==> src/rtl/patch_scan_ctrl_if.sv <==
// Command, configuration and generator-drive signals of the patch scan sequencer.
// Suffixes are from the sequencer's point of view (slave modport).
interface patch_scan_ctrl_if #(
  parameter int XW = 6,
  parameter int YW = 6
);
  logic          start_i;
  logic          abort_i;
  logic [2:0]    cfg_stride_i;
  logic [2:0]    cfg_patch_i;
  logic [XW-1:0] cfg_width_i;
  logic [YW-1:0] cfg_height_i;
  logic          pe_ready_i;
  logic          ag_done_i;
  logic          ag_en_o;
  logic [5:0]    ag_cycle_cnt_o;
  logic [2:0]    ag_k_o;
  logic [XW-1:0] ag_xcor_o;
  logic [2:0]    ag_stride_o;
  logic [2:0]    ag_patch_o;
  logic [YW-1:0] ag_height_o;
  logic          busy_o;
  logic          scan_done_o;
  logic          cfg_err_o;
  logic          overflow_o;

  modport slave (
    input  start_i, abort_i, cfg_stride_i, cfg_patch_i, cfg_width_i, cfg_height_i,
           pe_ready_i, ag_done_i,
    output ag_en_o, ag_cycle_cnt_o, ag_k_o, ag_xcor_o, ag_stride_o, ag_patch_o,
           ag_height_o, busy_o, scan_done_o, cfg_err_o, overflow_o
  );

  modport master (
    output start_i, abort_i, cfg_stride_i, cfg_patch_i, cfg_width_i, cfg_height_i,
           pe_ready_i, ag_done_i,
    input  ag_en_o, ag_cycle_cnt_o, ag_k_o, ag_xcor_o, ag_stride_o, ag_patch_o,
           ag_height_o, busy_o, scan_done_o, cfg_err_o, overflow_o
  );
endinterface

==> src/rtl/patch_scan_ctrl.sv <==
// Patch scan sequencer: steps k lane, x position and 8-row band for the patch
// address generator; a scan ends on the generator's done flag or band overflow.
module patch_scan_ctrl #(
  parameter  int WIDTH  = 32,
  parameter  int HEIGHT = 32,
  parameter  int CC_MAX = 63,
  localparam int XW     = $clog2(WIDTH) + 1,
  localparam int YW     = $clog2(HEIGHT) + 1
) (
  input  logic             clk,
  input  logic             rst,
  patch_scan_ctrl_if.slave bus
);

  typedef enum logic [2:0] {
    S_IDLE, S_CHECK, S_ERR, S_RUN, S_DRAIN, S_DONE
  } state_e;

  state_e        state_q, state_d;
  logic [2:0]    k_q, k_d;
  logic [XW-1:0] x_q, x_d;
  logic [5:0]    cc_q, cc_d;
  logic [2:0]    stride_q, stride_d;
  logic [2:0]    patch_q, patch_d;
  logic [YW-1:0] height_q, height_d;
  logic [XW-1:0] width_q, width_d;
  logic [XW-1:0] x_last_q, x_last_d;
  logic [3:0]    k_cnt_q, k_cnt_d;
  logic          overflow_q, overflow_d;
  logic          done_seen_q, done_seen_d;
  logic          drain_q, drain_d;

  logic          cfg_bad;
  logic [XW:0]   x_next;
  logic          k_wrap;
  logic          row_end;
  logic          done_now;

  // Lanes per x step: wider strides need fewer k lanes to cover the patch.
  function automatic logic [3:0] k_count(input logic [2:0] s);
    case (s)
      3'd1:    return 4'd8;
      3'd2:    return 4'd4;
      3'd3:    return 4'd3;
      3'd0:    return 4'd1;
      default: return 4'd2;
    endcase
  endfunction

  assign cfg_bad  = !(patch_q inside {3'd3, 3'd5, 3'd7}) || (stride_q == 3'd0)
                 || (patch_q == 3'd3 && (stride_q == 3'd4 || stride_q == 3'd5))
                 || (width_q < XW'(patch_q));
  assign x_next   = {1'b0, x_q} + (XW+1)'(stride_q);
  assign k_wrap   = ({1'b0, k_q} == k_cnt_q - 4'd1);
  assign row_end  = k_wrap && (x_next > {1'b0, x_last_q});
  assign done_now = done_seen_q || bus.ag_done_i;

  always_comb begin
    // NOTE: every variable gets its hold value first so no path leaves it unassigned (no latch).
    state_d     = state_q;
    k_d         = k_q;
    x_d         = x_q;
    cc_d        = cc_q;
    stride_d    = stride_q;
    patch_d     = patch_q;
    height_d    = height_q;
    width_d     = width_q;
    x_last_d    = x_last_q;
    k_cnt_d     = k_cnt_q;
    overflow_d  = overflow_q;
    done_seen_d = done_seen_q;
    drain_d     = 1'b0;

    case (state_q)
      S_IDLE: begin
        if (bus.start_i && !bus.abort_i) begin
          stride_d    = bus.cfg_stride_i;
          patch_d     = bus.cfg_patch_i;
          height_d    = bus.cfg_height_i;
          width_d     = bus.cfg_width_i;
          overflow_d  = 1'b0;
          done_seen_d = 1'b0;
          k_d         = 3'd0;
          x_d         = XW'(1);
          cc_d        = 6'd1;
          state_d     = S_CHECK;
        end
      end
      S_CHECK: begin
        x_last_d = width_q - XW'(patch_q) + XW'(1);
        k_cnt_d  = k_count(stride_q);
        state_d  = cfg_bad ? S_ERR : S_RUN;
      end
      S_ERR: state_d = S_IDLE;
      S_RUN: begin
        if (bus.ag_done_i) done_seen_d = 1'b1;
        if (bus.pe_ready_i) begin
          if (row_end) begin
            // Counters hold on the way into DRAIN so the generator sees the last beat.
            if (done_now) begin
              state_d = S_DRAIN;
            end else if (cc_q == 6'(CC_MAX)) begin
              overflow_d = 1'b1;
              state_d    = S_DRAIN;
            end else begin
              k_d  = 3'd0;
              x_d  = XW'(1);
              cc_d = cc_q + 6'd1;
            end
          end else if (k_wrap) begin
            k_d = 3'd0;
            x_d = x_next[XW-1:0];
          end else begin
            k_d = k_q + 3'd1;
          end
        end
      end
      S_DRAIN: begin
        if (bus.ag_done_i) done_seen_d = 1'b1;
        drain_d = !drain_q;
        if (drain_q) state_d = S_DONE;
      end
      S_DONE:  state_d = S_IDLE;
      default: state_d = S_IDLE;
    endcase

    if (bus.abort_i) state_d = S_IDLE;
  end

  always_ff @(posedge clk or posedge rst) begin
    if (rst) begin
      state_q     <= S_IDLE;
      k_q         <= 3'd0;
      x_q         <= XW'(1);
      cc_q        <= 6'd1;
      stride_q    <= 3'd0;
      patch_q     <= 3'd0;
      height_q    <= '0;
      width_q     <= '0;
      x_last_q    <= '0;
      k_cnt_q     <= 4'd0;
      overflow_q  <= 1'b0;
      done_seen_q <= 1'b0;
      drain_q     <= 1'b0;
    end else begin
      // NOTE: non-blocking assignments so every register samples pre-edge values.
      state_q     <= state_d;
      k_q         <= k_d;
      x_q         <= x_d;
      cc_q        <= cc_d;
      stride_q    <= stride_d;
      patch_q     <= patch_d;
      height_q    <= height_d;
      width_q     <= width_d;
      x_last_q    <= x_last_d;
      k_cnt_q     <= k_cnt_d;
      overflow_q  <= overflow_d;
      done_seen_q <= done_seen_d;
      drain_q     <= drain_d;
    end
  end

  assign bus.ag_en_o        = (state_q == S_RUN);
  assign bus.busy_o         = (state_q inside {S_CHECK, S_RUN, S_DRAIN});
  assign bus.scan_done_o    = (state_q == S_DONE);
  assign bus.cfg_err_o      = (state_q == S_ERR);
  assign bus.overflow_o     = overflow_q;
  assign bus.ag_cycle_cnt_o = cc_q;
  assign bus.ag_k_o         = k_q;
  assign bus.ag_xcor_o      = x_q;
  assign bus.ag_stride_o    = stride_q;
  assign bus.ag_patch_o     = patch_q;
  assign bus.ag_height_o    = height_q;

endmodule

==> src/flat_wrapper.sv <==
// flat-port wrapper written by rule: the top's interface ports become plain ports
module patch_scan_ctrl_flat 
#(
  parameter  int WIDTH  = 32,
  parameter  int HEIGHT = 32,
  parameter  int CC_MAX = 63,
  localparam int XW     = $clog2(WIDTH) + 1,
  localparam int YW     = $clog2(HEIGHT) + 1
)
  (clk, rst, bus_start_i, bus_abort_i, bus_cfg_stride_i, bus_cfg_patch_i, bus_cfg_width_i, bus_cfg_height_i, bus_pe_ready_i, bus_ag_done_i, bus_ag_en_o, bus_ag_cycle_cnt_o, bus_ag_k_o, bus_ag_xcor_o, bus_ag_stride_o, bus_ag_patch_o, bus_ag_height_o, bus_busy_o, bus_scan_done_o, bus_cfg_err_o, bus_overflow_o);
  patch_scan_ctrl_if #(.XW(6), .YW(6)) bus_i ();
  input  logic clk;
  input  logic rst;
  input wire logic [$bits(bus_i.start_i)-1:0] bus_start_i;
  input wire logic [$bits(bus_i.abort_i)-1:0] bus_abort_i;
  input wire logic [$bits(bus_i.cfg_stride_i)-1:0] bus_cfg_stride_i;
  input wire logic [$bits(bus_i.cfg_patch_i)-1:0] bus_cfg_patch_i;
  input wire logic [$bits(bus_i.cfg_width_i)-1:0] bus_cfg_width_i;
  input wire logic [$bits(bus_i.cfg_height_i)-1:0] bus_cfg_height_i;
  input wire logic [$bits(bus_i.pe_ready_i)-1:0] bus_pe_ready_i;
  input wire logic [$bits(bus_i.ag_done_i)-1:0] bus_ag_done_i;
  output wire logic [$bits(bus_i.ag_en_o)-1:0] bus_ag_en_o;
  output wire logic [$bits(bus_i.ag_cycle_cnt_o)-1:0] bus_ag_cycle_cnt_o;
  output wire logic [$bits(bus_i.ag_k_o)-1:0] bus_ag_k_o;
  output wire logic [$bits(bus_i.ag_xcor_o)-1:0] bus_ag_xcor_o;
  output wire logic [$bits(bus_i.ag_stride_o)-1:0] bus_ag_stride_o;
  output wire logic [$bits(bus_i.ag_patch_o)-1:0] bus_ag_patch_o;
  output wire logic [$bits(bus_i.ag_height_o)-1:0] bus_ag_height_o;
  output wire logic [$bits(bus_i.busy_o)-1:0] bus_busy_o;
  output wire logic [$bits(bus_i.scan_done_o)-1:0] bus_scan_done_o;
  output wire logic [$bits(bus_i.cfg_err_o)-1:0] bus_cfg_err_o;
  output wire logic [$bits(bus_i.overflow_o)-1:0] bus_overflow_o;
  assign bus_i.start_i = bus_start_i;
  assign bus_i.abort_i = bus_abort_i;
  assign bus_i.cfg_stride_i = bus_cfg_stride_i;
  assign bus_i.cfg_patch_i = bus_cfg_patch_i;
  assign bus_i.cfg_width_i = bus_cfg_width_i;
  assign bus_i.cfg_height_i = bus_cfg_height_i;
  assign bus_i.pe_ready_i = bus_pe_ready_i;
  assign bus_i.ag_done_i = bus_ag_done_i;
  assign bus_ag_en_o = bus_i.ag_en_o;
  assign bus_ag_cycle_cnt_o = bus_i.ag_cycle_cnt_o;
  assign bus_ag_k_o = bus_i.ag_k_o;
  assign bus_ag_xcor_o = bus_i.ag_xcor_o;
  assign bus_ag_stride_o = bus_i.ag_stride_o;
  assign bus_ag_patch_o = bus_i.ag_patch_o;
  assign bus_ag_height_o = bus_i.ag_height_o;
  assign bus_busy_o = bus_i.busy_o;
  assign bus_scan_done_o = bus_i.scan_done_o;
  assign bus_cfg_err_o = bus_i.cfg_err_o;
  assign bus_overflow_o = bus_i.overflow_o;
  patch_scan_ctrl #(.WIDTH(WIDTH), .HEIGHT(HEIGHT), .CC_MAX(CC_MAX)) u_core (.clk(clk), .rst(rst), .bus(bus_i));
endmodule
==> config.mk <==
export PLATFORM = sky130hd
export DESIGN_NAME = patch_scan_ctrl_flat
export DESIGN_NICKNAME = d
export VERILOG_FILES = /design/src/rtl/patch_scan_ctrl_if.sv /design/src/rtl/patch_scan_ctrl.sv /design/src/flat_wrapper.sv
export SDC_FILE = /design/constraint.sdc
export NUM_CORES = 1
export LEC_CHECK = 0
export BUFFER_PORTS_ARGS = -buffer_cell sky130_fd_sc_hd__buf_2
export CORE_MARGIN = 2
export CORE_UTILIZATION = 45
export CTS_BUF_LIST = sky130_fd_sc_hd__clkbuf_4 sky130_fd_sc_hd__clkbuf_8
export DETAILED_ROUTE_END_ITERATION = 6
export GPL_TIMING_DRIVEN = 0
export HOLD_SLACK_MARGIN = 0.03
export PLACE_DENSITY = 0.75
export SYNTH_ARGS = -nofsm -noshare
export SYNTH_HDL_FRONTEND = slang
export SYNTH_SLANG_ARGS = --single-unit
==> constraint.sdc <==
create_clock -name clk -period 4.9 [get_ports clk]
set_input_delay 0.245 -clock clk [delete_from_list [all_inputs] [get_ports clk]]
set_output_delay 0.245 -clock clk [all_outputs]
set_load 0.005 [all_outputs]
# == Word-level counts from Yosys, hierarchy flattened ==
# Index checks and enable logic that the tools add are counted.
# classes
n_addsub,6
order_cmp,2
n_eq_ne,30
muxes,38
n_reduce_logical,25
# op_table
operator,n
6-bit 2-to-1 mux,10
3-bit 2-to-1 mux,13
6-bit case mux with 2 select lines,2
"3-bit equality test, second input constant",6
6-bit AND reduction,3
4-bit case mux with 4 select lines,1
"3-bit by 2-bit equality test with 1-bit output, second input constant",5
"6-bit by 1-bit adder with 6-bit output, second input constant",2
3-bit case mux with 4 select lines,1
5-bit AND reduction,2
"3-bit by 2-bit inequality test with 1-bit output, second input constant",3
"3-bit inequality test, second input constant",3
1-bit 2-to-1 mux,8
"2-bit by 1-bit inequality test with 1-bit output, second input constant",4
6-bit by 3-bit adder with 7-bit output,1
7-bit by 6-bit greater-than comparator with 1-bit output,1
"3-bit by 1-bit equality test with 1-bit output, second input constant",2
"6-bit equality test, second input constant",1
3-bit zero test,2
6-bit by 3-bit < comparator with 1-bit output,1
"2-bit inequality test, second input constant",3
3-bit case mux with 2 select lines,1
3-bit nonzero test,2
6-bit by 3-bit subtractor with 6-bit output,1
13 further kinds,23
# totals
reg_bits,49
out_inout_bits,32
word_cells,114

# == Logic depth before layout (Yosys ltp) ==
# Gate-level depths: netlist of the first run.
# depth
ltp_word,9
depth_mapped,13

# == Least setup slack after synthesis of the first run ==
# No wires, ideal clock.
# synth_timing
path_type,register -> register
start,register u_core.stride_q[1] (netlist: u_core.bus.ag_stride_o[1])
end,register u_core.x_q[1] (netlist: u_core.bus.ag_xcor_o[1])
arrival_ps,3075
t_required_ps,4775
setup_slack_ps,1701
stages_incl_launch_ff,13
period_less_slack_ps,3199
path_cell_list,dfrtp_1 ha_1 a21o_1 a21oi_1 nor3_1 xor2_1 ha_1 a21oi_1 nand2_1 o22ai_1 a21oi_2 a311oi_4 mux2_2
# synth_via
elab_chain_cells,6
elab_cells_between_ends,11
classes_between,add/sub: 1; order compare: 1; eq/ne: 3; mux: 4; reduce/logical: 2
# synth_rtl
element,line,source
from (decl),patch_scan_ctrl.sv:23,"logic [2:0] stride_q, stride_d;"
from (signal assigned),patch_scan_ctrl.sv:151,stride_q <= stride_d;
6-bit by 3-bit adder with 7-bit output *,patch_scan_ctrl.sv:53,"assign x_next = {1'b0, x_q} + (XW+1)'(stride_q);"
7-bit by 6-bit greater-than comparator with 1-bit output,patch_scan_ctrl.sv:55,"assign row_end = k_wrap && (x_next > {1'b0, x_last_q});"
1-bit logical AND,patch_scan_ctrl.sv:55,
6-bit 2-to-1 mux,patch_scan_ctrl.sv:98,if (row_end) begin
6-bit 2-to-1 mux,patch_scan_ctrl.sv:97,if (bus.pe_ready_i) begin
6-bit case mux with 2 select lines,patch_scan_ctrl.sv:74,case (state_q)
to (signal assigned),patch_scan_ctrl.sv:134,x_q <= XW'(1);
to (signal assigned),patch_scan_ctrl.sv:149,x_q <= x_d;
to (decl),patch_scan_ctrl.sv:21,"logic [XW-1:0] x_q, x_d;"
# Mark *: on every way between the ends. The rest lies on a longest branch, timed or not. The select of a mux whose other input is x is not followed.
# A chain may end at the register's enable or synchronous reset.

# == Worst setup path after layout of the first run ==
# layout_timing
start,register u_core.stride_q[1] (netlist: u_core.bus.ag_stride_o[1])
end,register u_core.k_q[2] (netlist: u_core.bus.ag_k_o[2])
# layout_via
elab_chain_cells,6
elab_cells_between_ends,9
classes_between,add/sub: 1; order compare: 1; eq/ne: 2; mux: 3; reduce/logical: 2
# layout_rtl
element,line,source
6-bit by 3-bit adder with 7-bit output *,patch_scan_ctrl.sv:53,
7-bit by 6-bit greater-than comparator with 1-bit output *,patch_scan_ctrl.sv:55,
1-bit logical AND *,patch_scan_ctrl.sv:55,
3-bit 2-to-1 mux,patch_scan_ctrl.sv:98,
3-bit 2-to-1 mux,patch_scan_ctrl.sv:97,
3-bit case mux with 2 select lines,patch_scan_ctrl.sv:74,
to (signal assigned),patch_scan_ctrl.sv:148,k_q <= k_d;
to (decl),patch_scan_ctrl.sv:20,"logic [2:0] k_q, k_d;"
# Marks and branches as above.

==> results of run 1 <==
[routing by layer]
metal	vias to the layer above	track usage [%]	routed length [um]
li1	1265	-	-
met5	-	0	0
met3	12	3.11	344
met1	1204	26.6	3130
met2	75	30.8	3100
met4	0	8.80	147
[synth_stat cells (3+ instances only)]
cell | n | area share, %
inv_1 | 33 | 4.2
mux2_2 | 4 | 1.5
a21o_1 | 4 | 1.0
and3_1 | 6 | 1.3
nand4_1 | 6 | 1.3
xor2_1 | 5 | 1.5
o211ai_1 | 4 | 1.0
nor3_1 | 4 | 0.68
a21oi_1 | 19 | 3.2
nand3_1 | 10 | 1.7
o21ai_0 | 20 | 3.4
ha_1 | 23 | 9.7
o22ai_1 | 3 | 0.64
nand2_1 | 65 | 8.3
xnor2_1 | 6 | 1.8
or3_1 | 5 | 1.1
clkbuf_1 | 8 | 1.0
nand2b_1 | 4 | 0.85
nor2_1 | 11 | 1.4
dfrtp_1 | 47 | 40
[cell type report]
class | count | area, um^2 | share of cell area, %
multi-input cells | 236 | 1560 | 44.7
plain buffers | 10 | 46.3 | 1.33
clock buffers | 6 | 82.6 | 2.38
well taps | 77 | 96.3 | 2.77
flip-flops and latches | 49 | 1230 | 35.3
repair buffers | 57 | 305 | 8.78
clock inverters | 2 | 37.5 | 1.08
inverters | 33 | 124 | 3.56
[metrics by stage]
step	area, um^2	total power (W)
after detailed placement	3350	0.00115
after global routing	3480	0.00157
after global placement	3330	0.00112
after floorplan	2950	0.000977
final	3480	0.00145
after CTS	3480	0.00147
[how the worst max path moves through the flow]
stage                                    startpoint                 endpoint  slack [ns]  cells past startpoint
final                     u_core.bus.ag_stride_o[1]     u_core.bus.ag_k_o[2]        1.11                     13
after global routing      u_core.bus.ag_stride_o[1]     u_core.bus.ag_k_o[2]        0.86                     13
after CTS                 u_core.bus.ag_stride_o[1]     u_core.bus.ag_k_o[2]        1.16                     13
after detailed placement  u_core.bus.ag_stride_o[1]     u_core.bus.ag_k_o[2]        1.22                     13
after global placement    u_core.bus.ag_stride_o[1]     u_core.bus.ag_k_o[2]        1.26                     13
after floorplan           u_core.bus.ag_stride_o[1]  u_core.bus.ag_xcor_o[1]        1.70                     12
[cell families after synthesis]
group                      Yosys count
adders and majority gates           25
and+or+nand+nor                    118
xor gates and xnor gates            11
buffers and inverters               43
muxes                                5
DFF                                 49
AOI/OAI and AO/OA                   77
[layout by cell type (no fill, tap or decap), types with 3 or more instances in the layout]
master	Yosys	routed
clkbuf_8	0	6
xnor2_1	6	6
a21o_1	4	4
nand3_1	10	10
o211ai_1	4	4
a21oi_1	19	19
mux2_2	4	4
dfrtp_1	47	47
ha_1	23	23
nand2_1	65	65
or3_1	5	5
o21ai_0	20	20
nor3_1	4	4
inv_1	33	32
o22ai_1	3	3
and3_1	6	6
xor2_1	5	5
nand4_1	6	6
buf_2	1	56
nand2b_1	4	4
nor2_1	11	11
clkbuf_1	8	8
[power breakdown]
group          internal (W)  switching, W
Combinational      0.000246      0.000323
Clock              0.000166      0.000138
Sequential         0.000497     0.0000812
Total              0.000910      0.000542
[repair_timing]
action | in CTS | in global routing
hold endpoints to repair | 14 | 0
endpoints found under the setup margin | 0 | 0
hold buffers | 1 | 0
setup buffers | 0 | 0
[registers in the layout (all words and copies together) (netlist names)]
signal,flops
u_core.drain_q,1
u_core.bus.ag_xcor_o,6
u_core.bus.ag_k_o,3
u_core.done_seen_q,1
u_core.bus.ag_patch_o,3
u_core.bus.ag_height_o,6
u_core.state_q,3
u_core.bus.overflow_o,1
u_core.bus.ag_cycle_cnt_o,6
u_core.width_q,6
u_core.bus.ag_stride_o,3
u_core.k_cnt_q,4
u_core.x_last_q,6
[worst max-delay path: cells and delay by family (launching register included)]
kind / cells / cell delay (ns)
AOI/OAI and AO/OA: 7 / 1.73
adders and majority gates: 2 / 0.63
buffers and inverters: 1 / 0.41
DFF: 1 / 0.49
xor gates and xnor gates: 1 / 0.23
and+or+nand+nor: 2 / 0.18
==> results.json, run 1 <==
{
  "clock_path_buffers": 2,
  "async_flop_share_pct": 100,
  "fin_cells": 470,
  "first_pass_iters": 4,
  "worst_pin_slew_ns": 0.527,
  "ff2ff_setup_slack_ns": 1.11,
  "final_nets": 441,
  "slowest_delay_ns": 0.49,
  "cp-end-kind": "register",
  "drtIter0Drc": 87,
  "routabilityCongestion": 0.847,
  "initial_core_util_pct": 46.5,
  "die_x_um": 85.0,
  "syn_area_um2": 2950,
  "period_share_pct": 77.3,
  "hp-class": "input pin to register",
  "hold_violations": 0,
  "p_per_area_nw_per_um2": 418,
  "netlist_instances": 328,
  "ant_nets": 0,
  "pre_cts_ws_ns": 1.22,
  "ys_seq_area_share_pct": 41.6,
  "core.rowCount": 29,
  "dp_cells": 461,
  "num_antenna_cells": 0,
  "clk_latency_ns": 0.31,
  "critPathSlowestCell": "dfrtp_1",
  "io_buffers": 55,
  "worstHoldStart": "bus_cfg_height_i[0]",
  "fmax_ghz": 0.264,
  "synth_top_family_by_area": "simple AND/OR/NAND/NOR gates",
  "skew_ns": 0.00588,
  "reg2reg_depth": 13,
  "cp.required_ns": 5.09,
  "yosysWarningCount": 0,
  "vias_per_cell": 5.44,
  "drive_gt1_share_pct": 20.4,
  "rsz0062_at_grt": "false",
  "arrival_ns": 3.98,
  "antenna_found_initial": 0,
  "drt_wl_total_um": 6720,
  "fp.dieH_um": 85.0,
  "htree_levels": 2,
  "period_needed_ns": 3.79,
  "syn_to_final_growth_pct": 17.7,
  "drc": 0,
  "synthAdderAreaFrac_pct": 11.1,
  "syn-num-nets": 377,
  "reg2reg_to": "u_core.bus.ag_k_o[2]",
  "path_cells": "ha_1 -> a21o_1 -> a21oi_1 -> nor3_1 -> xor2_1 -> ha_1 -> a21oi_1 -> nand2_1 -> o22ai_1 -> a21o_1 -> clkbuf_1 -> o21ai_0 -> a311o_1",
  "grt_max_degree": 36,
  "synth.distinct_cells": 52,
  "drv_cap": 0,
  "cts_buffers": 5,
  "dieArea_um2": 7230,
  "max_slew_margin_pct": 64.9,
  "cp_max_fo": 10,
  "dp_hpwl_um": 5140,
  "synth_ff_type": "dfrtp_1",
  "maxSlewViolCount": 0,
  "p_leak_nw": 1.76,
  "cts-root-buf": "clkbuf_8",
  "grt_overflow_total": 0,
  "fin_util_pct": 54.7,
  "path_clk_slew_ns": 0.09,
  "grt_pass1_vias": 2394,
  "track_usage_pct": 19.5,
  "cts_sinks": 49,
  "coreArea_um2": 6350,
  "synth_compound_area_share_pct": 18.0,
  "worstReg2RegStart": "u_core.bus.ag_stride_o[1]",
  "ir_drop_v": 0.000234,
  "holdWs_ns": 0.119,
  "synthXorXnorAreaFrac_pct": 3.26,
  "setup_viol": 0,
  "cts_tree": "yes",
  "path_class": "register to register",
  "grt_pass1_wl_um": 11200,
  "fill_cells": 589,
  "cp-start-kind": "register",
  "ys_seq_elements": 49,
  "cts_resized": 0,
  "pin_count": 56,
  "whs_endpoint": "u_core.bus.ag_height_o[0]",
  "finalWorstSetupSlack_ns": 1.11,
  "yosys.area_share.simple_pct": 18.4,
  "post_drt_wl_per_cell_um": 14.3,
  "outcome": "complete, no violations",
  "vias": 2556,
  "final.setup.tns_ns": 0,
  "syn_avg_cell_area_um2": 9.01,
  "muxShareOfSynthArea_pct": 1.86,
  "synth_edf_count": 0,
  "whs_path_depth": 3
}
(Power assumes the default switching activity.)
==> run 2: changes to the inputs <==
clock period = 3.5 ns   (was 4.9 ns; I/O delays follow)
==> run 2 against run 1 <==
Hold slack got worse by 0.073 ns. Flip-flop and latch count did not move. Non-clock buffer count rose by 2. Critical path depth fell by 1. Sequential share of layout area fell by 0.41 points. Fmax rose by 13%. Critical path type unchanged. Highest routed layer unchanged.
==> results.json, run 2 (same netlist as run 1, synthesis figures left out) <==
{
  "coreArea_um2": 6350,
  "fin_util_pct": 55.5,
  "fmax_ghz": 0.299,
  "p_per_area_nw_per_um2": 590,
  "ir_drop_v": 0.000327,
  "cts_buffers": 5,
  "period_needed_ns": 3.34,
  "final_cell_mix": "nand2_1 (65), buf_2 (56), dfrtp_1 (45), inv_1 (32), ha_1 (23)",
  "drive_gt1_share_pct": 22.3,
  "crit_buf_inv": 0,
  "max_slew_margin_pct": 64.5,
  "dp_hpwl_um": 5140,
  "reg2reg_depth": 12,
  "cts-root-buf": "clkbuf_8",
  "path_clk_slew_ns": 0.09,
  "slowest_delay_ns": 0.46,
  "path_cells": "ha_1 -> fa_1 -> a21o_1 -> nand2_1 -> xnor2_1 -> ha_1 -> nand3_1 -> a21oi_1 -> o22ai_4 -> a21oi_2 -> a311oi_4 -> mux2_2",
  "vias": 2566,
  "outcome": "complete, no violations",
  "core.rowCount": 29,
  "design_area_um2": 3520,
  "drt_wl_total_um": 6790,
  "syn_to_final_growth_pct": 19.3,
  "htree_levels": 2,
  "cpMostUsedCell": "ha_1",
  "cp_max_fo": 7,
  "drc": 0,
  "skew_ns": 0.00583,
  "cp-end-kind": "register",
  "dieArea_um2": 7230,
  "cts_tree": "yes",
  "grt_overflow_total": 0,
  "place_area_um2": 3350,
  "whs_path_depth": 3,
  "vias_per_cell": 5.44,
  "maxSlewViolCount": 0,
  "cp.depth": 12,
  "initial_core_util_pct": 46.5,
  "rsz0062_at_grt": "false",
  "ant_nets": 0,
  "first_pass_iters": 4,
  "die_x_um": 85.0,
  "antenna_found_initial": 0,
  "post_drt_wl_per_cell_um": 14.4,
  "num_antenna_cells": 0,
  "arrival_ns": 3.54,
  "p_leak_nw": 1.78,
  "grt_pass1_wl_um": 11200,
  "final_common_cell": "nand2_1",
  "drtIter0Drc": 117,
  "clk_latency_ns": 0.31,
  "holdWs_ns": 0.0465,
  "worst_pin_slew_ns": 0.533,
  "clock_path_buffers": 2,
  "grt_pass1_vias": 2397,
  "grt_max_degree": 36,
  "multiInputGateArea_um2": 1580,
  "total_power_w": 0.00208,
  "fill_cells": 593,
  "fp.dieH_um": 85.0,
  "cp-start-kind": "register",
  "routabilityCongestion": 0.847,
  "hold_violations": 0,
  "cp.required_ns": 3.70,
  "regArea_um2": 1230,
  "drv_cap": 0,
  "final_nets": 443,
  "path_class": "register to register",
  "critPathSlowestCell": "dfrtp_2",
  "setup_viol": 0,
  "hp-class": "input pin to register",
  "track_usage_pct": 19.5,
  "io_buffers": 55,
  "pin_count": 56,
  "cts_sinks": 49,
  "period_share_pct": 95.6,
  "path_delay_family": "compound AO/OA/AOI/OAI gates"
}
[run 2: cell count changes in the layout (fill, tap and decap cells not counted)]
cell,previous run,this run
dfrtp_2,0,2
buf_4,0,3
a21o_2,0,1
a21o_1,4,3
a21oi_4,1,2
clkbuf_1,8,7
dfrtp_1,47,45
a21oi_1,19,18
o22ai_4,0,1
o22ai_1,3,2
[run 2: final timing paths]
kind / endpoint / slack (ns) / from
worst max-delay path: u_core.bus.ag_xcor_o[2] / 0.16 / u_core.bus.ag_stride_o[0]
worst min-delay path: u_core.bus.ag_height_o[0] / 0.05 / bus_cfg_height_i[0]
worst min register to register: u_core.drain_q / 0.43 / u_core.drain_q
max in group asynchronous: u_core.bus.ag_xcor_o[0] / 2.58 / rst
min in group asynchronous: u_core.bus.ag_height_o[3] / 0.36 / rst
worst max register to register: u_core.bus.ag_xcor_o[2] / 0.16 / u_core.bus.ag_stride_o[0]
[run 2: timing repair]
item / in CTS / in global routing
endpoints found under the hold margin: 14 / 0
setup buffers: 1 / 2
pin swaps: 1 / 2
cloned: 0 / 0
gates resized for setup: 2 / 5
setup endpoints to repair: 10 / 8
hold buffers: 1 / 0
[run 2: tightest hold or removal path, delay by kind of cell]
| family | cells | cell delay (ns) |
|---|---|---|
| buffers and inverters | 1 | 0.08 |
| and+or+nand+nor | 2 | 0.08 |
[run 2: per-layer routing]
| metal | track usage (%) | wire length, um | up-vias |
|---|---|---|---|
| li1 | - | - | 1266 |
| met1 | 26.6 | 3160 | 1219 |
| met2 | 30.5 | 3160 | 69 |
| met3 | 3.11 | 311 | 12 |
| met4 | 9.24 | 154 | 0 |
| met5 | 0 | 0 | - |
[run 2: area by class of cell]
type	instances	share of cell area, %
inverter	33	3.52
multi-input combinational	236	44.9
sequential	49	34.9
clock buffer	6	2.34
timing repair buffer	60	9.30
buffer	9	1.21
clock inverter	2	1.07
tap	77	2.73
[run 2: through the flow]
stage	std cells	TNS, ns	setup slack [ns]
3_5_place_dp	461	-0.937	-0.178
2_1_floorplan	328	0	0.301
5_1_grt	472	0	0.0171
4_1_cts	470	0	0.0793
3_3_place_gp	460	-0.654	-0.138
6_report	472	0	0.155
[run 2: report_power, final]
| part | total, W | switching [W] | internal, W |
|---|---|---|---|
| Combinational | 0.000843 | 0.000478 | 0.000365 |
| Sequential | 0.000808 | 0.000110 | 0.000697 |
| Clock | 0.000427 | 0.000195 | 0.000232 |
